===== src/rtl/mem_fifo_pkg.sv =====
// Shared defaults and width helpers for the 1R1W memory FIFO controller.
package mem_fifo_pkg;

  localparam int DEPTH_DEFAULT = 32;
  localparam int WIDTH_DEFAULT = 64;

  // Address width needed to index a memory of the given depth.
  function automatic int addr_w(input int depth);
    return $clog2(depth);
  endfunction

  // Level width: holds 0..depth+2 (memory plus in-flight read plus 2-entry buffer).
  function automatic int lvl_w(input int depth);
    return $clog2(depth + 3);
  endfunction

endpackage


===== src/rtl/fifo_prefetch_buf.sv =====
// Two-entry first-word-fall-through buffer that absorbs the memory read latency.
module fifo_prefetch_buf
  import mem_fifo_pkg::*;
#(
  parameter int WIDTH = WIDTH_DEFAULT
) (
  input  logic             clk,
  input  logic             rst_n,
  input  logic             clr,
  input  logic             cap_en,
  input  logic [WIDTH-1:0] cap_data,
  input  logic             pop,
  output logic [1:0]       buf_cnt,
  output logic [WIDTH-1:0] head_data
);

  logic [WIDTH-1:0] ent_q [2];
  logic [WIDTH-1:0] ent_d [2];
  logic             head_q, head_d;
  logic [1:0]       cnt_q, cnt_d;
  logic             tail;

  // Next state: capture into the tail slot, advance head on pop; clear wins over both.
  always_comb begin
    ent_d  = ent_q;
    head_d = head_q;
    cnt_d  = cnt_q;
    tail   = head_q ^ cnt_q[0];
    if (clr) begin
      head_d = 1'b0;
      cnt_d  = 2'd0;
    end else begin
      if (cap_en) ent_d[tail] = cap_data;
      head_d = head_q ^ pop;
      cnt_d  = cnt_q + {1'b0, cap_en} - {1'b0, pop};
    end
  end

  // State registers with asynchronous clear.
  always_ff @(posedge clk or negedge rst_n) begin
    if (!rst_n) begin
      for (int i = 0; i < 2; i++) ent_q[i] <= '0;
      head_q <= 1'b0;
      cnt_q  <= 2'd0;
    end else begin
      for (int i = 0; i < 2; i++) ent_q[i] <= ent_d[i];
      head_q <= head_d;
      cnt_q  <= cnt_d;
    end
  end

  assign buf_cnt   = cnt_q;
  assign head_data = ent_q[head_q];

  a_buf_cnt_max: assert property (@(posedge clk) disable iff (!rst_n) cnt_q <= 2'd2);

endmodule


===== src/rtl/mem_1r1w_fifo_ctrl.sv =====
// FIFO controller around an external 1R1W sync-read memory, FWFT output via prefetch buffer.
module mem_1r1w_fifo_ctrl
  import mem_fifo_pkg::*;
#(
  parameter int DEPTH  = DEPTH_DEFAULT,
  parameter int WIDTH  = WIDTH_DEFAULT,
  parameter int ADDR_W = addr_w(DEPTH),
  parameter int LVL_W  = lvl_w(DEPTH)
) (
  input  logic              clk,
  input  logic              rst_n,
  input  logic              flush,
  input  logic              in_valid,
  output logic              in_ready,
  input  logic [WIDTH-1:0]  in_data,
  output logic              out_valid,
  input  logic              out_ready,
  output logic [WIDTH-1:0]  out_data,
  output logic [LVL_W-1:0]  level,
  output logic [ADDR_W-1:0] W0_addr,
  output logic              W0_en,
  output logic [WIDTH-1:0]  W0_data,
  output logic [ADDR_W-1:0] R0_addr,
  output logic              R0_en,
  input  logic [WIDTH-1:0]  R0_data
);

  localparam int CNT_W = ADDR_W + 1;
  localparam logic [CNT_W-1:0] FULL_CNT = CNT_W'(DEPTH);

  logic [ADDR_W-1:0] wptr_q, wptr_d;
  logic [ADDR_W-1:0] rptr_q, rptr_d;
  logic [CNT_W-1:0]  mem_cnt_q, mem_cnt_d;
  logic              rd_inflight_q, rd_inflight_d;
  logic [1:0]        buf_cnt;
  logic [2:0]        pending;
  logic              push, pop, issue;

  // Handshakes and read issue; in_ready is held low while reset is asserted.
  always_comb begin
    in_ready  = rst_n & (mem_cnt_q != FULL_CNT) & ~flush;
    push      = in_valid & in_ready;
    out_valid = (buf_cnt != 2'd0);
    pop       = out_valid & out_ready & ~flush;
    pending   = 3'(buf_cnt) + 3'(rd_inflight_q);
    // Issue only if the returning word will have a buffer slot (pop frees one this cycle).
    issue     = (mem_cnt_q != '0) & (pending < (3'd2 + 3'(pop))) & ~flush;
  end

  // Pointer and count next state; flush clears everything.
  always_comb begin
    wptr_d        = wptr_q + ADDR_W'(push);
    rptr_d        = rptr_q + ADDR_W'(issue);
    mem_cnt_d     = mem_cnt_q + CNT_W'(push) - CNT_W'(issue);
    rd_inflight_d = issue;
    if (flush) begin
      wptr_d        = '0;
      rptr_d        = '0;
      mem_cnt_d     = '0;
      rd_inflight_d = 1'b0;
    end
  end

  // Control state registers.
  always_ff @(posedge clk or negedge rst_n) begin
    if (!rst_n) begin
      wptr_q        <= '0;
      rptr_q        <= '0;
      mem_cnt_q     <= '0;
      rd_inflight_q <= 1'b0;
    end else begin
      wptr_q        <= wptr_d;
      rptr_q        <= rptr_d;
      mem_cnt_q     <= mem_cnt_d;
      rd_inflight_q <= rd_inflight_d;
    end
  end

  assign W0_en   = push;
  assign W0_addr = wptr_q;
  assign W0_data = in_data;
  assign R0_en   = issue;
  assign R0_addr = rptr_q;

  // Level is derived from registered state only.
  assign level = LVL_W'(mem_cnt_q) + LVL_W'(rd_inflight_q) + LVL_W'(buf_cnt);

  // A read returning during flush is dropped by the buffer clear.
  fifo_prefetch_buf #(.WIDTH(WIDTH)) u_buf (
    .clk       (clk),
    .rst_n     (rst_n),
    .clr       (flush),
    .cap_en    (rd_inflight_q),
    .cap_data  (R0_data),
    .pop       (pop),
    .buf_cnt   (buf_cnt),
    .head_data (out_data)
  );

  a_mem_cnt_max: assert property (@(posedge clk) disable iff (!rst_n) mem_cnt_q <= FULL_CNT);

endmodule


===== config.mk =====
export PLATFORM = sky130hd
export DESIGN_NAME = mem_1r1w_fifo_ctrl
export DESIGN_NICKNAME = d
export VERILOG_FILES = /design/src/rtl/mem_fifo_pkg.sv /design/src/rtl/fifo_prefetch_buf.sv /design/src/rtl/mem_1r1w_fifo_ctrl.sv
export SDC_FILE = /design/constraint.sdc
export NUM_CORES = 1
export LEC_CHECK = 0
export ABC_CLOCK_PERIOD_IN_PS = 7400
export CORE_ASPECT_RATIO = 1.75
export CORE_MARGIN = 2
export CORE_UTILIZATION = 45
export DETAILED_ROUTE_END_ITERATION = 12
export PLACE_DENSITY = 0.87
export SLEW_MARGIN = 0
export SYNTH_ARGS = -nofsm -noshare
export SYNTH_HDL_FRONTEND = slang
export SYNTH_SLANG_ARGS = --single-unit

===== constraint.sdc =====
create_clock -name clk -period 7.4 [get_ports clk]
set_clock_uncertainty 0.2 [all_clocks]
set_input_delay 1.85 -clock clk [delete_from_list [all_inputs] [get_ports clk]]
set_output_delay 1.85 -clock clk [all_outputs]
set_load 0.05 [all_outputs]

-- Word level (Yosys, flattened, before mapping)
Index checks and enable logic that the tools add are counted.
- output and inout port bits: 148
- bits of input ports: 133
- latch bits: 0
- register bits: 148
- memory bits (writable): 0
- memories: 0
- word-level logic and storage cells: 51
- bits in read-only memories: 0
- bitwise logic cells: 12
- multiply operators: 0
- div/mod/pow operators: 0
- equality and inequality tests: 1
- add/subtract/negate cells: 10
- shift operators: 0
- mux-type cells: 12
- order comparisons: 4
- reductions and logical operators: 4
- operators with widths (operator ; number):
    $mux W64 ; 4
    $bwmux W128 ; 1
    $demux W64 S1 ; 1
    $add A6 B1 Y6 ; 2
    $add A5 B1 Y5 ; 2
    $mux W5 ; 2
    $and A1 B1 Y1 ; 7
    $add A6 B2 Y6 ; 1
    $mux W6 ; 1
    $ne A6 B6 Y1 const B ; 1
    $reduce_bool A6 Y1 ; 1
    $sub A6 B1 Y6 ; 1
    $ge A2 B2 Y1 const B ; 2
    $not A1 Y2 ; 2
    $add A2 B1 Y3 ; 1
    $add A2 B1 Y3 const A ; 1
    $lt A3 B3 Y1 ; 1
    $add A2 B1 Y2 ; 1
    $lt A2 B1 Y1 const B ; 1
    $mux W1 ; 2
    $mux W2 ; 1
    $reduce_and A2 Y1 ; 1
    $reduce_bool A2 Y1 ; 1
    $sub A2 B1 Y2 ; 1
    3 further kinds ; 4

-- Longest topological paths before layout
Gate-level depths: netlist of the first run.
- depth after elaboration: 9
- mapped depth: 12
- depth with buffers taken out: 11

-- Modules after synthesis
From an unflattened synthesis of the first run, not the netlist that was laid out.
- cells, all modules: 534
- area total of the unflattened synthesis: 7322.0 um^2
- by module, submodules not included (module ; cells an instance ; sequential area each (um^2) ; area an instance (um^2) ; times used):
    fifo_prefetch_buf ; 357 ; 3278.1 ; 5667.9 ; 1
    mem_1r1w_fifo_ctrl ; 177 ; 425.4 ; 1654.1 ; 1

-- Least setup slack after synthesis of the first run
No wires, ideal clock.
- path kind: input to output
- start point: input port flush
- end point: output port W0_en
- buffers on the path: 0
- arrival: 2991 ps
- stages: 3
- required time: 5350 ps
- setup slack: 2359 ps
- cells stage by stage: inv_1 > and3_1 > and2_1
- word-level cells in the longest chain between the ends: 3
- ends and longest elaborated chain (element ; line ; source):
    from (decl) ; mem_1r1w_fifo_ctrl.sv:12 ; input logic flush,
    $not A1 Y1 (no line) ; -- ;
    $and A1 B1 Y1 ; mem_1r1w_fifo_ctrl.sv:41 ; in_ready = rst_n & (mem_cnt_q != FULL_CNT) & ~flush;
    named net in_ready ; mem_1r1w_fifo_ctrl.sv:14 ; output logic in_ready,
    $and A1 B1 Y1 ; mem_1r1w_fifo_ctrl.sv:42 ; push = in_valid & in_ready;
    to (decl) ; mem_1r1w_fifo_ctrl.sv:21 ; output logic W0_en,
The timed path passes the listed nets, and every way through them passes these cells.

-- Final worst setup path of the first run
- start point: input port flush
- end point: output port R0_en
- word-level cells in the longest chain between the ends: 6
- ends and longest elaborated chain (element ; line ; source):
    $not A1 Y1 (no line) (*) ; -- ;
    $and A1 B1 Y1 ; mem_1r1w_fifo_ctrl.sv:44 ; pop = out_valid & out_ready & ~flush;
    $add A2 B1 Y3 ; mem_1r1w_fifo_ctrl.sv:47 ; issue = (mem_cnt_q != '0) & (pending < (3'd2 + 3'(pop))) & ~flush;
    $lt A3 B3 Y1 ; mem_1r1w_fifo_ctrl.sv:47 ;
    $and A1 B1 Y1 ; mem_1r1w_fifo_ctrl.sv:47 ;
    $and A1 B1 Y1 (*) ; mem_1r1w_fifo_ctrl.sv:47 ;
    to (decl) ; mem_1r1w_fifo_ctrl.sv:24 ; output logic R0_en,
Every way passes the cells marked *; elsewhere a longest branch is shown, timed or not.

==> qor.csv, run 1 <==
stage;metric;value;unit
synthesis;post-synth top area share;0.507;
route;antenna-violating nets left;0;
synthesis;sequential element share of the synthesized area;0.507;
synthesis;Syn Area/Cell;13.8;sq um
synthesis;Ys Warns;0;
route;Remaining DRCs;0;
worst_setup_path;WP data required;5.35;ns
finish;Nets;775;
synthesis;post-synth top area cell;dfrtp_1;
finish;# diodes;0;
route;first-pass iteration count of the detailed router;5;
floorplan;Core ar.;15900;sq um
clock_network;post-cts gate resize count;0;
sta;Setup Viol. Count Final;0;
finish;multi-input logic area;2910;sq um
synthesis;Post-Syn Area;7300;sq um
global_routing;largest net degree at the start of global routing;81;
clock_network;Worst-Skew Late Latency;0.41;ns
placement;placed insts;791;
power_and_ir_drop;share of power burned in combinational logic;0.550;
floorplan;Die H;173;um
finish;Layout area overhead;23.6;%
power_and_ir_drop;share of power burned in registers;0.285;
synthesis;Primary FF master, synth;dfrtp_1;
synthesis;synth unique cells;33;
worst_setup_path;CP Class;in2out;
route;DR iter-0 viols;124;
clock_network;Clock Tree Buf Depth;2;
synthesis;Synth area leaders;dfrtp_1, mux2_2, buf_4;
global_routing;total track usage;0.184;
worst_setup_path;FF-to-FF path depth;4;
finish;share of cells above drive strength 1;0.359;
floorplan;# rows;61;
sta;Setup TNS;0;ns
power_and_ir_drop;Sw Share;0.430;
finish;FF/Latch Area;3700;sq um
run_status;status;complete, no violations;
placement;GP Congestion;0.829;
worst_setup_path;worst r2r src;u_buf.head_q;
worst_setup_path;FF-to-FF End;u_buf.ent_q[66];
route;DR vias;4403;
synthesis;Yosys reg bits;148;
finish;post-route insts no fill;821;
sta;Fin. Hold Viols;0;
synthesis;most common cell in the synthesized netlist;mux2_2;
sta;final cycle utilization of the critical path;0.865;
sta;Tmin final;6.40;ns
sta;Max-Slew Margin vs Limit;0.186;
worst_setup_path;CP max FO;12;
worst_setup_path;Worst EP arrival;4.35;ns
clock_network;clk sinks;148;
clock_network;# hold bufs at CTS;0;
synthesis;ys async rst share;1.00;
worst_setup_path;CP endpoint kind;primary output;
global_routing;initial antenna violation count;0;
floorplan;Initial Util;0.460;
sta;fmax;0.156;GHz
floorplan;I/O Pins;281;
route;Total Wirelength;15400;um
route;Vias/cell;5.36;
worst_setup_path;Worst setup SP type;input port;
synthesis;Mapped Nets;685;
sta;RSZ-0062 raised after global routing;false;
clock_network;Worst-path clk slew;0.06;ns
clock_network;CTS tree;done;
clock_network;CTS Buf Count;17;
synthesis;EDFF count, synth;0;
worst_setup_path;R2R setup slack;4.01;ns
power_and_ir_drop;Switch Pwr;2.15;mW
synthesis;most instantiated cells after synthesis;mux2_2, dfrtp_1, buf_4;
worst_setup_path;CP startpoint;flush;
route;wire per inst;18.8;um
synthesis;post-synthesis cell count;531;
clock_network;post-CTS setup repair buffer count;0;
global_routing;first-pass GRT wire length;25000;um
power_and_ir_drop;Power Density;555;nW/um^2
power_and_ir_drop;Internal;2.85;mW
global_routing;vias in the first global route;5001;
finish;FILL cells;1291;
clock_network;CTS root buf;clkbuf_16;
flow_run;max_cap viols;0;
power_and_ir_drop;P_leak;3.82;nW
placement;IO Port Bufs;152;
sta;Slew Limit Fails;0;
worst_setup_path;CP Capture Point;R0_en;
hold_path;Tightest Hold Check Type;reg2reg;
placement;DP Wirelength;10800;um
power_and_ir_drop;clock network fraction of total power;0.165;
floorplan;Die Wd;100;um
power_and_ir_drop;total power draw;5.01;mW
global_routing;gr ovfl total;0;
floorplan;Die ar.;17300;sq um
sta;worst-margin pin slew;1.22;ns
power_and_ir_drop;Max IR drop VDD;0.000328;V
clock_network;H-Tree Depth;4;
-- layout by cell type (no fill, tap or decap), drive strengths merged, types with 3 or more instances in the layout --
master         instances
mux2                 192
clkdlybuf4s50        151
dfrtp                148
ha                    18
clkbuf                18
inv                   14
nor2                  12
xnor2                 11
nor2b                  7
buf                    7
nand3                  6
xor2                   6
clkinv                 5
nand2                  4
and3                   4
o21ai                  3
fa                     3
clkinvlp               3
-- critical path: stages --
cell	delay, ns
clkdlybuf4s50_1	0.62
buf_4	0.30
o31ai_1	0.39
and2_1	0.33
clkdlybuf4s50_1	0.85
-- sequential cells by signal, indices dropped and copies added (netlist names) --
name and count:
u_buf.ent_q 128, mem_cnt_q 6, R0_addr 5, W0_addr 5, u_buf.buf_cnt 2, rd_inflight_q 1, u_buf.head_q 1
-- power groups by stage --
stage / Clock (mW) / Combinational, mW / Sequential [mW]
5_1_grt: 0.885 / 2.89 / 1.48
6_report: 0.827 / 2.75 / 1.43
3_5_place_dp: 0 / 2.77 / 1.44
2_1_floorplan: 0 / 2.12 / 1.36
3_3_place_gp: 0 / 2.71 / 1.40
4_1_cts: 0.847 / 2.78 / 1.43
-- stage by stage --
step	cell area (sq um)	worst slack, ns	util	hold slack (ns)
floorplan	7300	2.36	-	0.252
global placement	8470	1.10	0.533	0.262
detailed placement	8470	1.06	0.533	0.275
CTS	9030	1.04	0.569	0.290
global route	9030	0.927	0.569	0.309
finish	9030	0.998	0.569	0.285
-- cell families (layout without fill, tap and decap cells) --
family | after synthesis | after routing | share of synthesized area
multiplexers | 194 | 194 | 0.299
flip-flops | 148 | 148 | 0.507
buffers and inverters | 99 | 200 | 0.0944
AND/OR/NAND/NOR | 39 | 39 | 0.0283
adder cells (fa/ha/maj) | 21 | 21 | 0.0391
XOR/XNOR | 17 | 17 | 0.0204
AO/OA/AOI/OAI | 13 | 13 | 0.0122
-- cell type report --
type | count | area share
Sequential cell | 148 | 0.410
Clock buffer | 18 | 0.0475
Inverter | 12 | 0.00499
Timing Repair Buffer | 158 | 0.174
Multi-Input combinational cell | 284 | 0.323
Tap cell | 189 | 0.0262
Clock inverter | 12 | 0.0147
-- worst min-delay path by stage --
stage / start / end / slack, ns / depth (start not counted)
after floorplan: u_buf.ent_q[21] / u_buf.ent_q[21] / 0.25 / 1
after global placement: u_buf.ent_q[21] / u_buf.ent_q[21] / 0.26 / 1
after detailed placement: u_buf.ent_q[50] / u_buf.ent_q[50] / 0.28 / 1
after CTS: u_buf.ent_q[50] / u_buf.ent_q[50] / 0.29 / 1
after global routing: u_buf.ent_q[24] / u_buf.ent_q[24] / 0.31 / 1
final: u_buf.ent_q[50] / u_buf.ent_q[50] / 0.29 / 1
-- per-layer routing --
metal | GRT usage | vias to the layer above | routed length, um
met3 | 0.0428 | 59 | 797
met1 | 0.191 | 2223 | 5500
met2 | 0.331 | 170 | 8490
met5 | 0 | - | 0
li1 | - | 1951 | -
met4 | 0.100 | 0 | 624
Power figures use the tool's default switching activity.
==> run 2: changes to the inputs <==
--- a/config.mk
+++ b/config.mk
@@ -5,12 +5,12 @@
 export SDC_FILE = /design/constraint.sdc
 export NUM_CORES = 1
 export LEC_CHECK = 0
-export ABC_CLOCK_PERIOD_IN_PS = 7400
+export ABC_CLOCK_PERIOD_IN_PS = 5200
 export CORE_ASPECT_RATIO = 1.75
 export CORE_MARGIN = 2
-export CORE_UTILIZATION = 45
+export CORE_UTILIZATION = 40
 export DETAILED_ROUTE_END_ITERATION = 12
-export PLACE_DENSITY = 0.87
+export PLACE_DENSITY = 0.82
 export SLEW_MARGIN = 0
 export SYNTH_ARGS = -nofsm -noshare
 export SYNTH_HDL_FRONTEND = slang
==> constraint.sdc (replaced) <==
create_clock -name clk -period 5.2 [get_ports clk]
set_clock_uncertainty 0.2 [all_clocks]
set_input_delay 1.3 -clock clk [delete_from_list [all_inputs] [get_ports clk]]
set_output_delay 1.3 -clock clk [all_outputs]
set_load 0.05 [all_outputs]
==> run 2 against run 1 <==
Global-route usage down 1.1 points. Sequential share of layout area down 0.77 points. Flip-flop and latch count unchanged. First-iteration DRC count down 0.81%. Clock-buffer cell count up 1. Largest cell class unchanged. Largest power group unchanged. Highest routed layer unchanged.
==> qor.csv, run 2 (synthesis results as in run 1) <==
stage;metric;value;unit
sta;Max-Slew Margin vs Limit;0.390;
sta;Setup Viol. Count Final;0;
hold_path;Tightest Hold Check Type;reg2reg;
finish;FILL cells;1541;
sta;Setup TNS;0;ns
floorplan;Die H;183;um
clock_network;CTS root buf;clkbuf_16;
power_and_ir_drop;Max IR drop VDD;0.000466;V
placement;DP Wirelength;11300;um
placement;GP Congestion;0.851;
sta;fmax;0.226;GHz
power_and_ir_drop;Switch Pwr;3.08;mW
clock_network;post-CTS setup repair buffer count;0;
sta;Fin. Hold Viols;0;
finish;multi-input logic area;2910;sq um
sta;Tmin final;4.43;ns
hold_path;hold path startpoint;u_buf.ent_q[24];
worst_setup_path;CP max FO;11;
power_and_ir_drop;total power draw;7.29;mW
clock_network;H-Tree Depth;4;
hold_path;Min-Delay Path Depth;1;
finish;share of cells above drive strength 1;0.369;
floorplan;Initial Util;0.406;
worst_setup_path;R2R setup slack;2.10;ns
finish;commonest non-fill, non-tap cell in the layout;mux2_2;
floorplan;I/O Pins;281;
clock_network;Clock Tree Buf Depth;2;
global_routing;vias in the first global route;5012;
finish;Largest register FFs;128;
worst_setup_path;worst r2r src;mem_cnt_q[2];
route;wire per inst;18.5;um
placement;Placement Setup Slack;0.782;ns
worst_setup_path;Worst setup SP type;input port;
hold_path;WHS Endpoint;u_buf.ent_q[24];
finish;most frequent cells in the layout;mux2_2, clkdlybuf4s50_1, dfrtp_1;
finish;FF/Latch Area;3700;sq um
finish;# diodes;0;
placement;placed insts;838;
worst_setup_path;CP Class;in2out;
route;antenna-violating nets left;0;
sta;Setup WS post-layout;0.775;ns
placement;IO Port Bufs;152;
worst_setup_path;CP endpoint kind;primary output;
clock_network;Worst-path clk slew;0.06;ns
sta;final cycle utilization of the critical path;0.851;
global_routing;initial antenna violation count;0;
route;first-pass iteration count of the detailed router;4;
sta;Slew Limit Fails;0;
worst_setup_path;FF-to-FF path depth;11;
global_routing;first-pass GRT wire length;25700;um
floorplan;# rows;65;
route;Remaining DRCs;0;
route;DR iter-0 viols;123;
clock_network;# hold bufs at CTS;0;
global_routing;largest net degree at the start of global routing;74;
worst_setup_path;WP data required;3.70;ns
global_routing;total track usage;0.172;
clock_network;CTS tree;done;
clock_network;post-cts gate resize count;0;
finish;biggest regs;u_buf.ent_q x128, mem_cnt_q x6;
sta;RSZ-0062 raised after global routing;false;
route;Vias/cell;5.03;
power_and_ir_drop;share of power burned in registers;0.279;
global_routing;gr ovfl total;0;
route;Total Wirelength;16100;um
sta;worst-margin pin slew;0.915;ns
finish;Layout area overhead;26.0;%
power_and_ir_drop;Internal;4.20;mW
clock_network;Worst-Skew Late Latency;0.41;ns
power_and_ir_drop;Sw Share;0.423;
floorplan;Die ar.;19400;sq um
clock_network;clk sinks;148;
finish;post-route insts no fill;870;
run_status;status;complete, no violations;
worst_setup_path;Worst EP arrival;2.93;ns
route;DR vias;4376;
floorplan;Core ar.;18000;sq um
finish;Top reg by flops;u_buf.ent_q;
power_and_ir_drop;P_leak;3.89;nW
power_and_ir_drop;Power Density;792;nW/um^2
power_and_ir_drop;share of power burned in combinational logic;0.542;
floorplan;Die Wd;106;um
finish;Nets;777;
clock_network;CTS Buf Count;17;
worst_setup_path;FF-to-FF End;mem_cnt_q[4];
flow_run;max_cap viols;0;
power_and_ir_drop;clock network fraction of total power;0.180;
## run 2: changes by cell type in the layout (fill, tap and decap cells not counted), moves of 2 or more
cell and delta:
buf_4 +2, clkbuf_8 +2, buf_12 +3, clkdlybuf4s50_1 -3
bufinv_16 +2
## run 2: metal layers
metal  GRT usage  vias to the layer above  share of wire  wire, um
met5           0                        -              0         0
met4       0.104                        0          0.039       631
met3      0.0412                       58          0.047       751
met2       0.320                      135           0.55      8850
met1       0.170                     2208           0.36      5850
li1            -                     1975              -         -
## run 2: how the worst max path moves through the flow
stage                     slack (ns)  cells past startpoint  endpoint   from
final                           0.77                      4     R0_en  flush
after global routing            0.64                      4     R0_en  flush
after CTS                       0.78                      4     R0_en  flush
after detailed placement        0.78                      4     R0_en  flush
after global placement          0.84                      4     R0_en  flush
after floorplan                 1.26                      3     W0_en  flush
## run 2: metrics by stage
step / hold slack, ns / util / cell area, sq um
floorplan: 0.252 / - / 7300
global placement: 0.262 / 0.477 / 8570
detailed placement: 0.277 / 0.477 / 8570
CTS: 0.292 / 0.512 / 9200
global route: 0.311 / 0.512 / 9200
finish: 0.290 / 0.512 / 9200
## run 2: cell type report
| class | count | share of cell area |
|---|---|---|
| clock inverter | 13 | 0.0196 |
| tap | 234 | 0.0318 |
| timing repair buffer | 160 | 0.175 |
| sequential | 148 | 0.403 |
| inverter | 12 | 0.00490 |
| multi-input combinational | 284 | 0.317 |
| clock buffer | 19 | 0.0492 |
## run 2: power by group through the flow
stage / registers, mW / logic (mW) / clock network [mW]
finish: 2.03 / 3.95 / 1.31
global route: 2.10 / 4.14 / 1.40
CTS: 2.04 / 3.99 / 1.34
detailed placement: 2.06 / 3.97 / 0
global placement: 2.00 / 3.89 / 0
floorplan: 1.93 / 3.02 / 0
## run 2: worst max-delay path: stages
cell and delay [ns]:
clkdlybuf4s50_1 0.64, o31ai_1 0.46, and2_1 0.34, buf_12 0.18
